`src/rtl/traffic_sensor_conditioner_if.sv`:
```
// Sensor-side bundle for traffic_sensor_conditioner: raw sensor levels in, conditioned
// density / emergency outputs out. The DUT takes the slave modport; the driver takes the master modport.
interface traffic_sensor_conditioner_if;
    logic [11:0] ir_raw;
    logic [3:0]  snd_raw;
    logic [11:0] ir_clean;
    logic [3:0]  density;
    logic        heavy;
    logic [3:0]  emg_req;
    logic        emg_active;

    modport master (
        output ir_raw, snd_raw,
        input  ir_clean, density, heavy, emg_req, emg_active
    );

    modport slave (
        input  ir_raw, snd_raw,
        output ir_clean, density, heavy, emg_req, emg_active
    );
endinterface

```
`src/rtl/traffic_sensor_conditioner.sv`:
```
// Debounces 12 IR sensors into a density count / heavy flag and qualifies 4 sound sensors into
// a priority-resolved emergency request with hold-off. Define SENSOR_SYNC_EN to add 2-flop input synchronizers.
module traffic_sensor_conditioner #(
    parameter int DEB_CYCLES   = 4,
    parameter int EMG_QUAL     = 8,
    parameter int EMG_HOLD     = 16,
    parameter int DENSE_THRESH = 8
) (
    input  logic                          clk,
    input  logic                          reset,
    traffic_sensor_conditioner_if.slave   bus
);
    typedef enum logic [1:0] {IDLE, QUALIFY, ACTIVE} emg_state_t;

    logic [11:0] w_ir_s;
    logic [3:0]  w_snd_s;

`ifdef SENSOR_SYNC_EN
    logic [11:0] r_ir_meta, r_ir_sync;
    logic [3:0]  r_snd_meta, r_snd_sync;

    always_ff @(posedge clk or posedge reset) begin
        if (reset) begin
            r_ir_meta  <= '0;
            r_ir_sync  <= '0;
            r_snd_meta <= '0;
            r_snd_sync <= '0;
        end else begin
            r_ir_meta  <= bus.ir_raw;
            r_ir_sync  <= r_ir_meta;
            r_snd_meta <= bus.snd_raw;
            r_snd_sync <= r_snd_meta;
        end
    end

    assign w_ir_s  = r_ir_sync;
    assign w_snd_s = r_snd_sync;
`else
    assign w_ir_s  = bus.ir_raw;
    assign w_snd_s = bus.snd_raw;
`endif

    // ---------------- IR debounce and density ----------------
    logic [11:0] r_ir_clean;
    logic [3:0]  r_dc [12];
    logic [3:0]  r_density;
    logic        r_heavy;
    logic [3:0]  w_pop;

    always_ff @(posedge clk or posedge reset) begin
        if (reset) begin
            r_ir_clean <= '0;
            // NOTE: r_dc is a small register array of counters, so it is reset element by element;
            // a real RAM would not be given a reset.
            for (int i = 0; i < 12; i++) r_dc[i] <= '0;
        end else begin
            // NOTE: sequential state uses <= so every flop samples pre-edge values regardless of statement order.
            for (int i = 0; i < 12; i++) begin
                if (w_ir_s[i] == r_ir_clean[i]) begin
                    r_dc[i] <= '0;
                end else if (r_dc[i] == 4'(DEB_CYCLES - 1)) begin
                    r_ir_clean[i] <= w_ir_s[i];
                    r_dc[i]       <= '0;
                end else begin
                    r_dc[i] <= r_dc[i] + 4'd1;
                end
            end
        end
    end

    always_comb begin
        w_pop = '0;
        for (int i = 0; i < 12; i++) w_pop = w_pop + 4'(r_ir_clean[i]);
    end

    always_ff @(posedge clk or posedge reset) begin
        if (reset) begin
            r_density <= '0;
            r_heavy   <= 1'b0;
        end else begin
            r_density <= w_pop;
            r_heavy   <= (32'(w_pop) >= DENSE_THRESH);
        end
    end

    // ---------------- Emergency qualification FSM ----------------
    emg_state_t r_state, w_state_nxt;
    logic [1:0] r_cand, w_cand_nxt;
    logic [7:0] r_qc, w_qc_nxt;
    logic [7:0] r_hc, w_hc_nxt;
    logic [3:0] w_emg_req;

    function automatic logic [1:0] hi_idx(input logic [3:0] s);
        if (s[3])      return 2'd3;
        else if (s[2]) return 2'd2;
        else if (s[1]) return 2'd1;
        else           return 2'd0;
    endfunction

    always_ff @(posedge clk or posedge reset) begin
        if (reset) begin
            r_state <= IDLE;
            r_cand  <= '0;
            r_qc    <= '0;
            r_hc    <= '0;
        end else begin
            r_state <= w_state_nxt;
            r_cand  <= w_cand_nxt;
            r_qc    <= w_qc_nxt;
            r_hc    <= w_hc_nxt;
        end
    end

    always_comb begin
        // NOTE: every next-state signal gets a default first so no branch leaves one unassigned,
        // which would infer a latch.
        w_state_nxt = r_state;
        w_cand_nxt  = r_cand;
        w_qc_nxt    = r_qc;
        w_hc_nxt    = r_hc;
        case (r_state)
            IDLE: begin
                if (|w_snd_s) begin
                    w_cand_nxt = hi_idx(w_snd_s);
                    if (EMG_QUAL == 1) begin
                        w_state_nxt = ACTIVE;
                        w_hc_nxt    = 8'(EMG_HOLD);
                    end else begin
                        w_state_nxt = QUALIFY;
                        w_qc_nxt    = 8'd1;
                    end
                end
            end
            QUALIFY: begin
                // The candidate is locked; other channels are ignored until the FSM returns to IDLE.
                if (!w_snd_s[r_cand]) begin
                    w_state_nxt = IDLE;
                    w_qc_nxt    = '0;
                end else if (r_qc == 8'(EMG_QUAL - 1)) begin
                    w_state_nxt = ACTIVE;
                    w_qc_nxt    = '0;
                    w_hc_nxt    = 8'(EMG_HOLD);
                end else begin
                    w_qc_nxt = r_qc + 8'd1;
                end
            end
            ACTIVE: begin
                if (w_snd_s[r_cand]) begin
                    w_hc_nxt = 8'(EMG_HOLD);
                end else if (r_hc == 8'd1) begin
                    w_state_nxt = IDLE;
                    w_hc_nxt    = '0;
                end else begin
                    w_hc_nxt = r_hc - 8'd1;
                end
            end
            default: w_state_nxt = IDLE;
        endcase
    end

    assign w_emg_req = (r_state == ACTIVE) ? (4'b0001 << r_cand) : 4'b0000;

    assign bus.ir_clean   = r_ir_clean;
    assign bus.density    = r_density;
    assign bus.heavy      = r_heavy;
    assign bus.emg_req    = w_emg_req;
    assign bus.emg_active = |w_emg_req;
endmodule

```
`src/flat_wrapper.sv`:
```
// flat-port wrapper written by rule: the top's interface ports become plain ports
module traffic_sensor_conditioner_flat 
#(
    parameter int DEB_CYCLES   = 4,
    parameter int EMG_QUAL     = 8,
    parameter int EMG_HOLD     = 16,
    parameter int DENSE_THRESH = 8
)
  (clk, reset, bus_ir_raw, bus_snd_raw, bus_ir_clean, bus_density, bus_heavy, bus_emg_req, bus_emg_active);
  traffic_sensor_conditioner_if bus_i ();
  input  logic clk;
  input  logic reset;
  input wire logic [$bits(bus_i.ir_raw)-1:0] bus_ir_raw;
  input wire logic [$bits(bus_i.snd_raw)-1:0] bus_snd_raw;
  output wire logic [$bits(bus_i.ir_clean)-1:0] bus_ir_clean;
  output wire logic [$bits(bus_i.density)-1:0] bus_density;
  output wire logic [$bits(bus_i.heavy)-1:0] bus_heavy;
  output wire logic [$bits(bus_i.emg_req)-1:0] bus_emg_req;
  output wire logic [$bits(bus_i.emg_active)-1:0] bus_emg_active;
  assign bus_i.ir_raw = bus_ir_raw;
  assign bus_i.snd_raw = bus_snd_raw;
  assign bus_ir_clean = bus_i.ir_clean;
  assign bus_density = bus_i.density;
  assign bus_heavy = bus_i.heavy;
  assign bus_emg_req = bus_i.emg_req;
  assign bus_emg_active = bus_i.emg_active;
  traffic_sensor_conditioner #(.DEB_CYCLES(DEB_CYCLES), .EMG_QUAL(EMG_QUAL), .EMG_HOLD(EMG_HOLD), .DENSE_THRESH(DENSE_THRESH)) u_core (.clk(clk), .reset(reset), .bus(bus_i));
endmodule
```
`config.mk`:
```
export PLATFORM = sky130hd
export DESIGN_NAME = traffic_sensor_conditioner_flat
export DESIGN_NICKNAME = d
export VERILOG_FILES = /design/src/rtl/traffic_sensor_conditioner_if.sv /design/src/rtl/traffic_sensor_conditioner.sv /design/src/flat_wrapper.sv
export SDC_FILE = /design/constraint.sdc
export NUM_CORES = 1
export LEC_CHECK = 0
export CAP_MARGIN = 0
export CORE_AREA = 2 2 104 81
export CTS_CLUSTER_SIZE = 14
export DETAILED_ROUTE_END_ITERATION = 7
export DIE_AREA = 0 0 106 83
export GPL_ROUTABILITY_DRIVEN = 0
export GPL_TIMING_DRIVEN = 1
export PLACE_DENSITY_LB_ADDON = 0.3
export SLEW_MARGIN = 20
export SYNTH_ARGS = -nofsm -noshare
export SYNTH_HDL_FRONTEND = slang
export SYNTH_SLANG_ARGS = --single-unit
```
`constraint.sdc`:
```
create_clock -name clk -period 4.2 [get_ports clk]
set_input_delay 0.63 -clock clk [delete_from_list [all_inputs] [get_ports clk]]
set_output_delay 0.63 -clock clk [all_outputs]
set_load 0.02 [all_outputs]
```
==> metrics.md <==
| Metric | Value |
|---|---|
| Worst setup SP type | `flip-flop` |
| Final WL | `7.67 mm` |
| DR WL/cell | `14.3 µm` |
| Max Clock Freq | `0.303 GHz` |
| Unique masters post-synth | `48` |
| Leading area contributor after synthesis | `dfrtp_1` |
| Starting density of the core | `54.3%` |
| Slew @ Worst Pin | `0.648 ns` |
| CP Data Arrival Time | `3.55 ns` |
| Syn_nets | `431` |
| Leakage power | `2.16 nW` |
| Top cells by count, synth | `dfrtp_1, nand2_1, ha_1, inv_1, nor2_1` |
| Vias per cell | `5.38` |
| Placed instance count | `523` |
| Die footprint | `8800 µm²` |
| Row cnt | `28` |
| Vert. Die Dim | `83 µm` |
| Residual DRC | `0` |
| # H-tree levels | `3` |
| Post-synth EDFFs | `0` |
| Diodes inserted | `0` |
| IO buf count | `39` |
| Switching power | `1.32 mW` |
| Overall routing resource usage | `19.3%` |
| Post-CTS Resized | `0` |
| Pint | `2.12 mW` |
| Clk pin slew, worst setup/hold paths | `0.08 ns` |
| RSZ-0062 raised after global routing | `false` |
| DP HPWL | `5.57 mm` |
| Synthesized instance count | `384` |
| Comb pwr share | `46.3%` |
| Core region area | `7740 µm²` |
| Antenna Nets Post-Route | `0` |
| Vias | `2889` |
| Cts bufs inserted | `9` |
| Post-CTS Setup Repair Bufs | `0` |
| Clk root buf | `clkbuf_8` |
| Top cells by area, synth | `dfrtp_1, ha_1, mux2_2` |
| Ports | `40` |
| # hold bufs at CTS | `0` |
| CTS Sinks | `84` |
| Synth Area in Adders | `9.88%` |
| Antenna violations before repair | `0` |
| Post-Synth XOR/XNOR Area | `5.21%` |
| Most used DFF post-synth | `dfrtp_1` |
| Seq cells post-synth | `84` |
| Post-synthesis compound-gate area fraction | `8.36%` |
| Min-delay worst type | `flip-flop to flip-flop` |
| Largest net degree at the start of global routing | `43` |
| Most numerous cell in the Yosys netlist | `dfrtp_1` |
| Fill cells | `624` |
| Flop pwr share | `35.6%` |
| Pwr/cell area | `701 nW/µm²` |
| Setup_tns | `0 ns` |
| Pre-antenna DRT Iters | `4` |
| Synthesis-to-finish area growth | `16.9%` |
| Relative slew margins | `56.4%` |
| Fraction of registers with async set/reset | `100%` |
| Post-Synth Simple-Gate Area | `19.1%` |
| Clock Tree Buf Depth | `2` |
| Final Util | `63.5%` |
| DRC violation total after the first TritonRoute iteration | `146` |
| Global-route wire length before repair | `13.5 mm` |
| Period minus WS final | `3.30 ns` |
| CP endpoint kind | `flip-flop` |
| Worst Skew | `0.00746 ns` |
| Final period util | `78.6%` |
| Slew Viols, Final | `0` |
| Fraction of layout cells with a size suffix above 1 | `8.33%` |
| Synth warn | `0` |
| Clock Latency Late Sink | `0.36 ns` |
| Hold Vio Cnt, Final | `0` |
| Worst vdd ir | `0.000419 V` |
| Post-synthesis mux area share | `4.52%` |
| CTS tree | `done` |
| Setup violations, final | `0` |
| Post-Synthesis Cell Area | `4200 µm²` |
| CP required | `4.45 ns` |
| Sw Ratio | `38.4%` |
| Worst Path Class, Setup | `flip-flop to flip-flop` |
| Crit Path Max Fanout | `4` |
| Synth top area share | `50.0%` |
| Largest family of logic cells by synthesized area | `simple AND/OR/NAND/NOR gates` |
| Die width | `106 µm` |
| Remaining Overflow, GRT | `0` |
| Outcome | `completed` |
| Sequential area share after synthesis | `50.0%` |
| Post-route insts no fill | `537` |
| Number of global-route vias before repair | `2896` |
| Clock share of power | `18.1%` |
| Nets | `476` |
| # Max-Cap Violations | `0` |
| Syn_area_per_cell | `10.9 µm²` |
[critical path: stages, from the launching register on]
cell	delay [ns]
dfrtp_1	0.43
ha_1	0.30
inv_1	0.07
fa_1	0.43
fa_1	0.48
fa_1	0.49
inv_1	0.05
fa_1	0.40
fa_1	0.39
xor2_1	0.15
[registers in the layout, summed over array words and instances (netlist names)]
name,cells
u_core.r_state,2
u_core.r_hc,8
u_core.r_dc,48
u_core.bus.ir_clean,12
u_core.r_cand,2
u_core.r_qc,8
u_core.bus.density,4
[logic make-up (layout without fill, tap and decap cells)]
family,after synthesis,after routing
simple gates,148,148
flops,84,84
compound gates,53,53
fa+ha+maj,29,29
buf+inv,29,77
xor+xnor,25,25
mux,16,16
[power groups by stage]
stage	sequential (mW)	clock [mW]	combinational (mW)
4_1_cts	1.22	0.641	1.60
5_1_grt	1.26	0.675	1.81
3_3_place_gp	1.22	0	1.50
3_5_place_dp	1.24	0	1.59
2_1_floorplan	1.29	0	1.06
6_report	1.23	0.625	1.59
[area by class of cell]
class / instances / area (µm²) / share of cell area, %
Clock buffer: 10 / 138 / 2.80
Clock inverter: 4 / 75.1 / 1.53
Inverter: 22 / 83.8 / 1.71
Multi-Input combinational cell: 271 / 1980 / 40.3
Sequential cell: 84 / 2100 / 42.8
Tap cell: 105 / 131 / 2.67
Timing Repair Buffer: 41 / 405 / 8.25
[layout by cell type, fill, tap and decap left out, types with 7 or more instances in the layout]
cell	n
xnor2_1	12
nand3b_1	9
xor2_1	13
nor2b_1	15
clkbuf_8	10
o21ai_0	12
clkdlybuf4s50_1	39
ha_1	22
nor3b_1	14
mux2_2	13
fa_1	7
inv_1	21
a21oi_1	12
nor3_1	18
nor2_1	22
dfrtp_1	84
nand3_1	19
nand2_1	26
a31oi_1	10
nand2b_1	9
[routing by layer]
metal | up-vias | track usage [%] | share of wire, %
li1 | 1424 | - | -
met1 | 1408 | 26.7 | 50
met2 | 50 | 30.0 | 45
met3 | 7 | 6.36 | 4.4
met4 | 0 | 4.07 | 0.74
met5 | - | 0 | 0
[worst paths after layout]
check | to | depth (start not counted) | from | slack (ns)
max | u_core.bus.density[2]$_DFF_PP0_ | 9 | u_core.bus.ir_clean[0]$_DFFE_PP0P_ | 0.90
min | u_core.r_dc[12]$_DFF_PP0_ | 1 | u_core.r_dc[12]$_DFF_PP0_ | 0.47
max reg2reg | u_core.bus.density[2]$_DFF_PP0_ | 9 | u_core.bus.ir_clean[0]$_DFFE_PP0P_ | 0.90
min reg2reg | u_core.r_dc[12]$_DFF_PP0_ | 1 | u_core.r_dc[12]$_DFF_PP0_ | 0.47
max in group asynchronous | u_core.r_dc[30]$_DFF_PP0_ | 3 | reset | 2.84
min in group asynchronous | u_core.r_cand[0]$_DFFE_PP0P_ | 2 | reset | 0.53
[per-stage QoR]
stage / worst slack [ns] / area, µm² / hold WS [ns] / power (mW)
final: 0.901 / 4920 / 0.470 / 3.44
after detailed placement: 0.900 / 4700 / 0.463 / 2.83
after CTS: 0.890 / 4920 / 0.474 / 3.47
after global routing: 0.780 / 4920 / 0.500 / 3.74
after floorplan: 0.912 / 4200 / 0.444 / 2.35
after global placement: 0.946 / 4700 / 0.457 / 2.72
Power figures use the tool's default switching activity.
==> edit 1, RTL diff (config.mk and constraints unchanged) <==
`EMG_HOLD` is set to 16 in 2 places; all go to 8.
--- a/src/rtl/traffic_sensor_conditioner.sv
+++ b/src/rtl/traffic_sensor_conditioner.sv
@@ -3,7 +3,7 @@
 module traffic_sensor_conditioner #(
     parameter int DEB_CYCLES   = 4,
     parameter int EMG_QUAL     = 8,
-    parameter int EMG_HOLD     = 16,
+    parameter int EMG_HOLD     = 8,
     parameter int DENSE_THRESH = 8
 ) (
     input  logic                          clk,
--- a/src/flat_wrapper.sv
+++ b/src/flat_wrapper.sv
@@ -3,7 +3,7 @@
 #(
     parameter int DEB_CYCLES   = 4,
     parameter int EMG_QUAL     = 8,
-    parameter int EMG_HOLD     = 16,
+    parameter int EMG_HOLD     = 8,
     parameter int DENSE_THRESH = 8
 )
   (clk, reset, bus_ir_raw, bus_snd_raw, bus_ir_clean, bus_density, bus_heavy, bus_emg_req, bus_emg_active);
Behaviour: same outputs for any inputs over 10 cycles, from zero or initial values and one cycle with reset high; that may be too few to reach the edited logic, so the function may still have changed.
==> edit 1 against the original RTL <==
- total power shrank 3.1%
- design area shrank 0.28%
- clock power shrank 20%
- routed wire length shrank 2.7%
- synthesized cell count grew 1.6%
- area after synthesis grew 0.51%
- global-route usage shrank 0.93 points
- setup slack lost 0.046 ns
- sequential cell count is the same
==> edit 1: results (changes against the original RTL) <==
| Metric | Value |
|---|---|
| Initial DRC Count | `159 (+8.9%)` |
| Register area share after synthesis | `0.497 (-0.00252)` |
| Vias in the first global route | `2,985 (+3.1%)` |
| Status | `completed` |
| Via Count | `2,948 (+2.0%)` |
| Post-Route WL | `7470 µm (-2.7%)` |
| Arrival time at the worst endpoint | `3.57 ns (+0.02 ns)` |
| Post-place setup slack | `0.855 ns (-0.0448 ns)` |
| Netlist cell types | `49 (+2.1%)` |
| H-Tree Depth | `3 (unchanged)` |
| Largest net degree at the start of global routing | `42 (-2.3%)` |
| Leak | `2.15 nW (-0.52%)` |
| Post-CTS setup buffers | `0 (unchanged)` |
| First-pass GRT wire length | `13,300 µm (-1.3%)` |
| Peak supply drop | `0.000437 V (+4.2%)` |
| DRT antenna net count | `0 (unchanged)` |
| Synth area leaders | `dfrtp_1 (50%), ha_1 (6.5%), mux2_2 (3.7%)` |
| Mean Syn Cell Area | `10.8 µm² (-1.0%)` |
| Pint | `0.00201 W (-5.0%)` |
| Worst Hold Class | `flip-flop to flip-flop` |
| Worst-margin pin slew | `0.702 ns (+0.0543 ns)` |
| Avg WL per Cell | `13.7 µm (-4.4%)` |
| Layout cells sized above 1 | `0.0882 (+0.00490)` |
| Fin nets | `484 (+1.7%)` |
| Flop2flop setup slack | `0.86 ns (-0.05 ns)` |
| Inst Count DP | `531 (+1.5%)` |
| Final HPWL DP | `5560 µm (-0.18%)` |
| Fill cells | `632 (+1.3%)` |
| Net Count, Synth | `437 (+1.4%)` |
| Initial antenna violation count | `0 (unchanged)` |
| FMAX | `299 MHz (-1.4%)` |
| Clock Latency Late Sink | `0.34 ns (-0.02 ns)` |
| Post-synth top cells | `dfrtp_1 (84), nand2_1 (31), nor2_1 (26)` |
==> edit 1: changes by cell type in the layout (fill, tap and decap cells not counted), moves of 2 or more <==
cell and delta:
nand2_1 +5, clkinv_2 +4, nor2_1 +4, nand3b_1 -3, o21ai_0 +3, o2bb2ai_1 -3
a211oi_2 -2, and2_1 -2, and3_1 -2, bufinv_16 -2
==> edit 1: cells by family after synthesis <==
family                   Yosys count  share of synthesized area
AO/OA/AOI/OAI                     56                     0.0882
AND/OR/NAND/NOR                  151                      0.188
adder cells (fa/ha/maj)           29                     0.0983
multiplexers                      16                     0.0462
XOR/XNOR                          26                     0.0539
flip-flops                        84                      0.497
buffers and inverters             28                     0.0275
==> edit 1: area by class of cell <==
type                            instances  share of cell area
Inverter                               23              0.0179
Sequential cell                        84               0.429
Tap cell                              105              0.0268
Multi-Input combinational cell        278               0.409
Timing Repair Buffer                   41              0.0827
Clock inverter                          5             0.00562
Clock buffer                           11              0.0288
==> edit 1: per-stage QoR <==
stage               cell area (µm²)  power [W]  utilization  hold WS, ns
global placement               4730    0.00275        0.611        0.458
floorplan                      4230    0.00237            -        0.444
detailed placement             4730    0.00287        0.611        0.462
global route                   4900    0.00369        0.633        0.492
CTS                            4900    0.00339        0.633        0.472
finish                         4900    0.00334        0.633        0.467
==> edit 1: how the worst min path moves through the flow <==
stage	slack, ns	end	cells after the start
2_1_floorplan	0.44	u_core.r_dc[0]$_DFF_PP0_	1
3_3_place_gp	0.46	u_core.r_dc[28]$_DFF_PP0_	1
3_5_place_dp	0.46	u_core.r_dc[12]$_DFF_PP0_	1
4_1_cts	0.47	u_core.r_dc[12]$_DFF_PP0_	1
5_1_grt	0.49	u_core.r_dc[44]$_DFF_PP0_	1
6_report	0.47	u_core.r_dc[12]$_DFF_PP0_	1
==> edit 1: per-layer routing <==
metal  track usage  part of all wire  routed length [µm]
met3        0.0495             0.048                 359
met2         0.286              0.45                3380
met4        0.0514            0.0087                  65
met1         0.255              0.49                3670
met5             0                 0                   0
==> edit 1: critical path: stages, from the launching register on <==
cell,delay [ns]
dfrtp_1,0.42
ha_1,0.30
inv_1,0.08
fa_1,0.43
fa_1,0.49
fa_1,0.49
inv_1,0.05
fa_1,0.40
fa_1,0.41
xor2_1,0.16
==> edit 1: power groups by stage <==
stage	Sequential (W)	Combinational, W	Clock, W
detailed placement	0.00124	0.00163	0
finish	0.00122	0.00161	0.000501
floorplan	0.00129	0.00108	0
global route	0.00126	0.00188	0.000544
CTS	0.00122	0.00164	0.000519
global placement	0.00122	0.00153	0
==> edit 2, RTL diff (same flow settings) <==
Made on the original files. `r_qc` no longer has a reset.
--- a/src/rtl/traffic_sensor_conditioner.sv
+++ b/src/rtl/traffic_sensor_conditioner.sv
@@ -101,14 +101,16 @@
         if (reset) begin
             r_state <= IDLE;
             r_cand  <= '0;
-            r_qc    <= '0;
             r_hc    <= '0;
         end else begin
             r_state <= w_state_nxt;
             r_cand  <= w_cand_nxt;
-            r_qc    <= w_qc_nxt;
             r_hc    <= w_hc_nxt;
         end
+    end
+
+    always_ff @(posedge clk) begin
+        r_qc <= w_qc_nxt;
     end
 
     always_comb begin
Check against the original RTL: no difference found for any inputs over 10 cycles, from zero or initial values and one cycle with reset high; that may be too few to reach the edited logic, so the function may still have changed.
==> edit 2 against the original RTL <==
- setup slack lost 0.0099 ns
- total power rose by 9.8%
- routed wire length down 4.9%
- sequential cell count unchanged
- area after synthesis decreased by 0.71%
- clock power shrank 8.5%
- sequential share of layout area increased by 1.0 points
- largest power group unchanged
- critical endpoint unchanged
- critical path depth unchanged
- design area decreased by 0.46%
- via count decreased by 5.9%
==> edit 2: results (changes against the original RTL) <==
| Metric | Value |
|---|---|
| #MultiIn Comb | `256 (-5.5%)` |
| First-pass GRT wire length | `13,100 µm (-2.9%)` |
| CTS Buffer Depth | `2 (unchanged)` |
| Final HPWL DP | `5540 µm (-0.55%)` |
| Worst-margin pin slew | `0.765 ns (+0.117 ns)` |
| Post-synth top cells | `dfrtp_1 (76), nor2_1 (29), inv_1 (23)` |
| Post-Route WL | `7300 µm (-4.9%)` |
| Vias in the first global route | `2,812 (-2.9%)` |
| Clock network area share | `0.0404 (-0.00287)` |
| Via Count | `2,719 (-5.9%)` |
| EDFF count, synth | `8 (+8)` |
| Multi-input combinational cell area | `1930 µm² (-2.5%)` |
| Largest net degree at the start of global routing | `51 (+19%)` |
| Post-place setup slack | `0.888 ns (-0.0112 ns)` |
| Register area share after synthesis | `0.513 (+0.0132)` |
| Final TNS setup | `0 ns (unchanged)` |
| Hold EP | `u_core.r_dc[40]$_DFF_PP0_` |
| Min-delay src | `u_core.r_dc[40]$_DFF_PP0_` |
| Clock buffers | `9 (-1)` |
| Netlist cell types | `50 (+4.2%)` |
| Status | `completed` |
| Initial DRC Count | `106 (-27%)` |
| Net Count, Synth | `413 (-4.2%)` |
| Ys async rst share | `0.905 (-0.0952)` |
| Synth area leaders | `dfrtp_1 (46%), ha_1 (6.6%), edfxtp_1 (5.8%)` |
| CP Max Fanout | `4 (unchanged)` |
| Arrival time at the worst endpoint | `3.54 ns (about the same)` |
| Inverters | `23 (+4.5%)` |
| Fill cells | `610 (-2.2%)` |
| Peak supply drop | `0.000503 V (+20%)` |
| NonClk Buf Share | `0.0828 (+0.000380)` |
| Inst Count DP | `509 (-2.7%)` |
| Final period util | `0.788 (+0.00236)` |
| Total GRT Usage | `0.186 (-0.00657)` |
| Avg WL per Cell | `13.9 µm (-2.7%)` |
| FF/Latch Area | `2140 µm² (+1.9%)` |
[edit 2: cell types whose count changed after synthesis, sizes merged, moves of 3 or more]
cell,change
nand3,-3
nand2,-5
nor2,+7
o2bb2ai,-3
xor2,+4
edfxtp,+8
and2,-3
a31oi,-7
dfrtp,-8
[edit 2: kinds of logic after synthesis]
group / count (synthesis) / synth area share
AND/OR/NAND/NOR: 142 / 0.186
XOR/XNOR: 31 / 0.0650
flip-flops: 84 / 0.513
buffers and inverters: 26 / 0.0243
AO/OA/AOI/OAI: 40 / 0.0710
multiplexers: 14 / 0.0414
adder cells (fa/ha/maj): 29 / 0.0995
[edit 2: critical path, cell delays in order, from the launching register on]
cell,delay (ns)
dfrtp_1,0.43
ha_1,0.31
inv_1,0.07
fa_1,0.43
fa_1,0.48
fa_1,0.50
inv_1,0.05
fa_1,0.40
fa_1,0.39
xor2_1,0.15
[edit 2: report_power, final]
| group | internal, W | switching (W) | leakage [nW] |
|---|---|---|---|
| Clock | 0.000277 | 0.000295 | 0.0927 |
| Sequential | 0.00112 | 0.000246 | 1.08 |
| Combinational | 0.000853 | 0.000991 | 0.941 |
[edit 2: per-layer routing]
layer  global-route usage  up-vias  share of wire
li1                     -     1364              -
met1                0.253     1313           0.48
met2                0.296       38           0.47
met3               0.0628        4          0.041
met4               0.0383        0         0.0070
met5                    0        -              0
[edit 2: per-stage QoR]
| step | utilization | cell area, µm² | hold slack (ns) |
|---|---|---|---|
| CTS | 0.632 | 4890 | 0.478 |
| detailed placement | 0.606 | 4700 | 0.466 |
| floorplan | - | 4170 | 0.444 |
| finish | 0.632 | 4890 | 0.474 |
| global route | 0.632 | 4890 | 0.501 |
| global placement | 0.606 | 4700 | 0.459 |
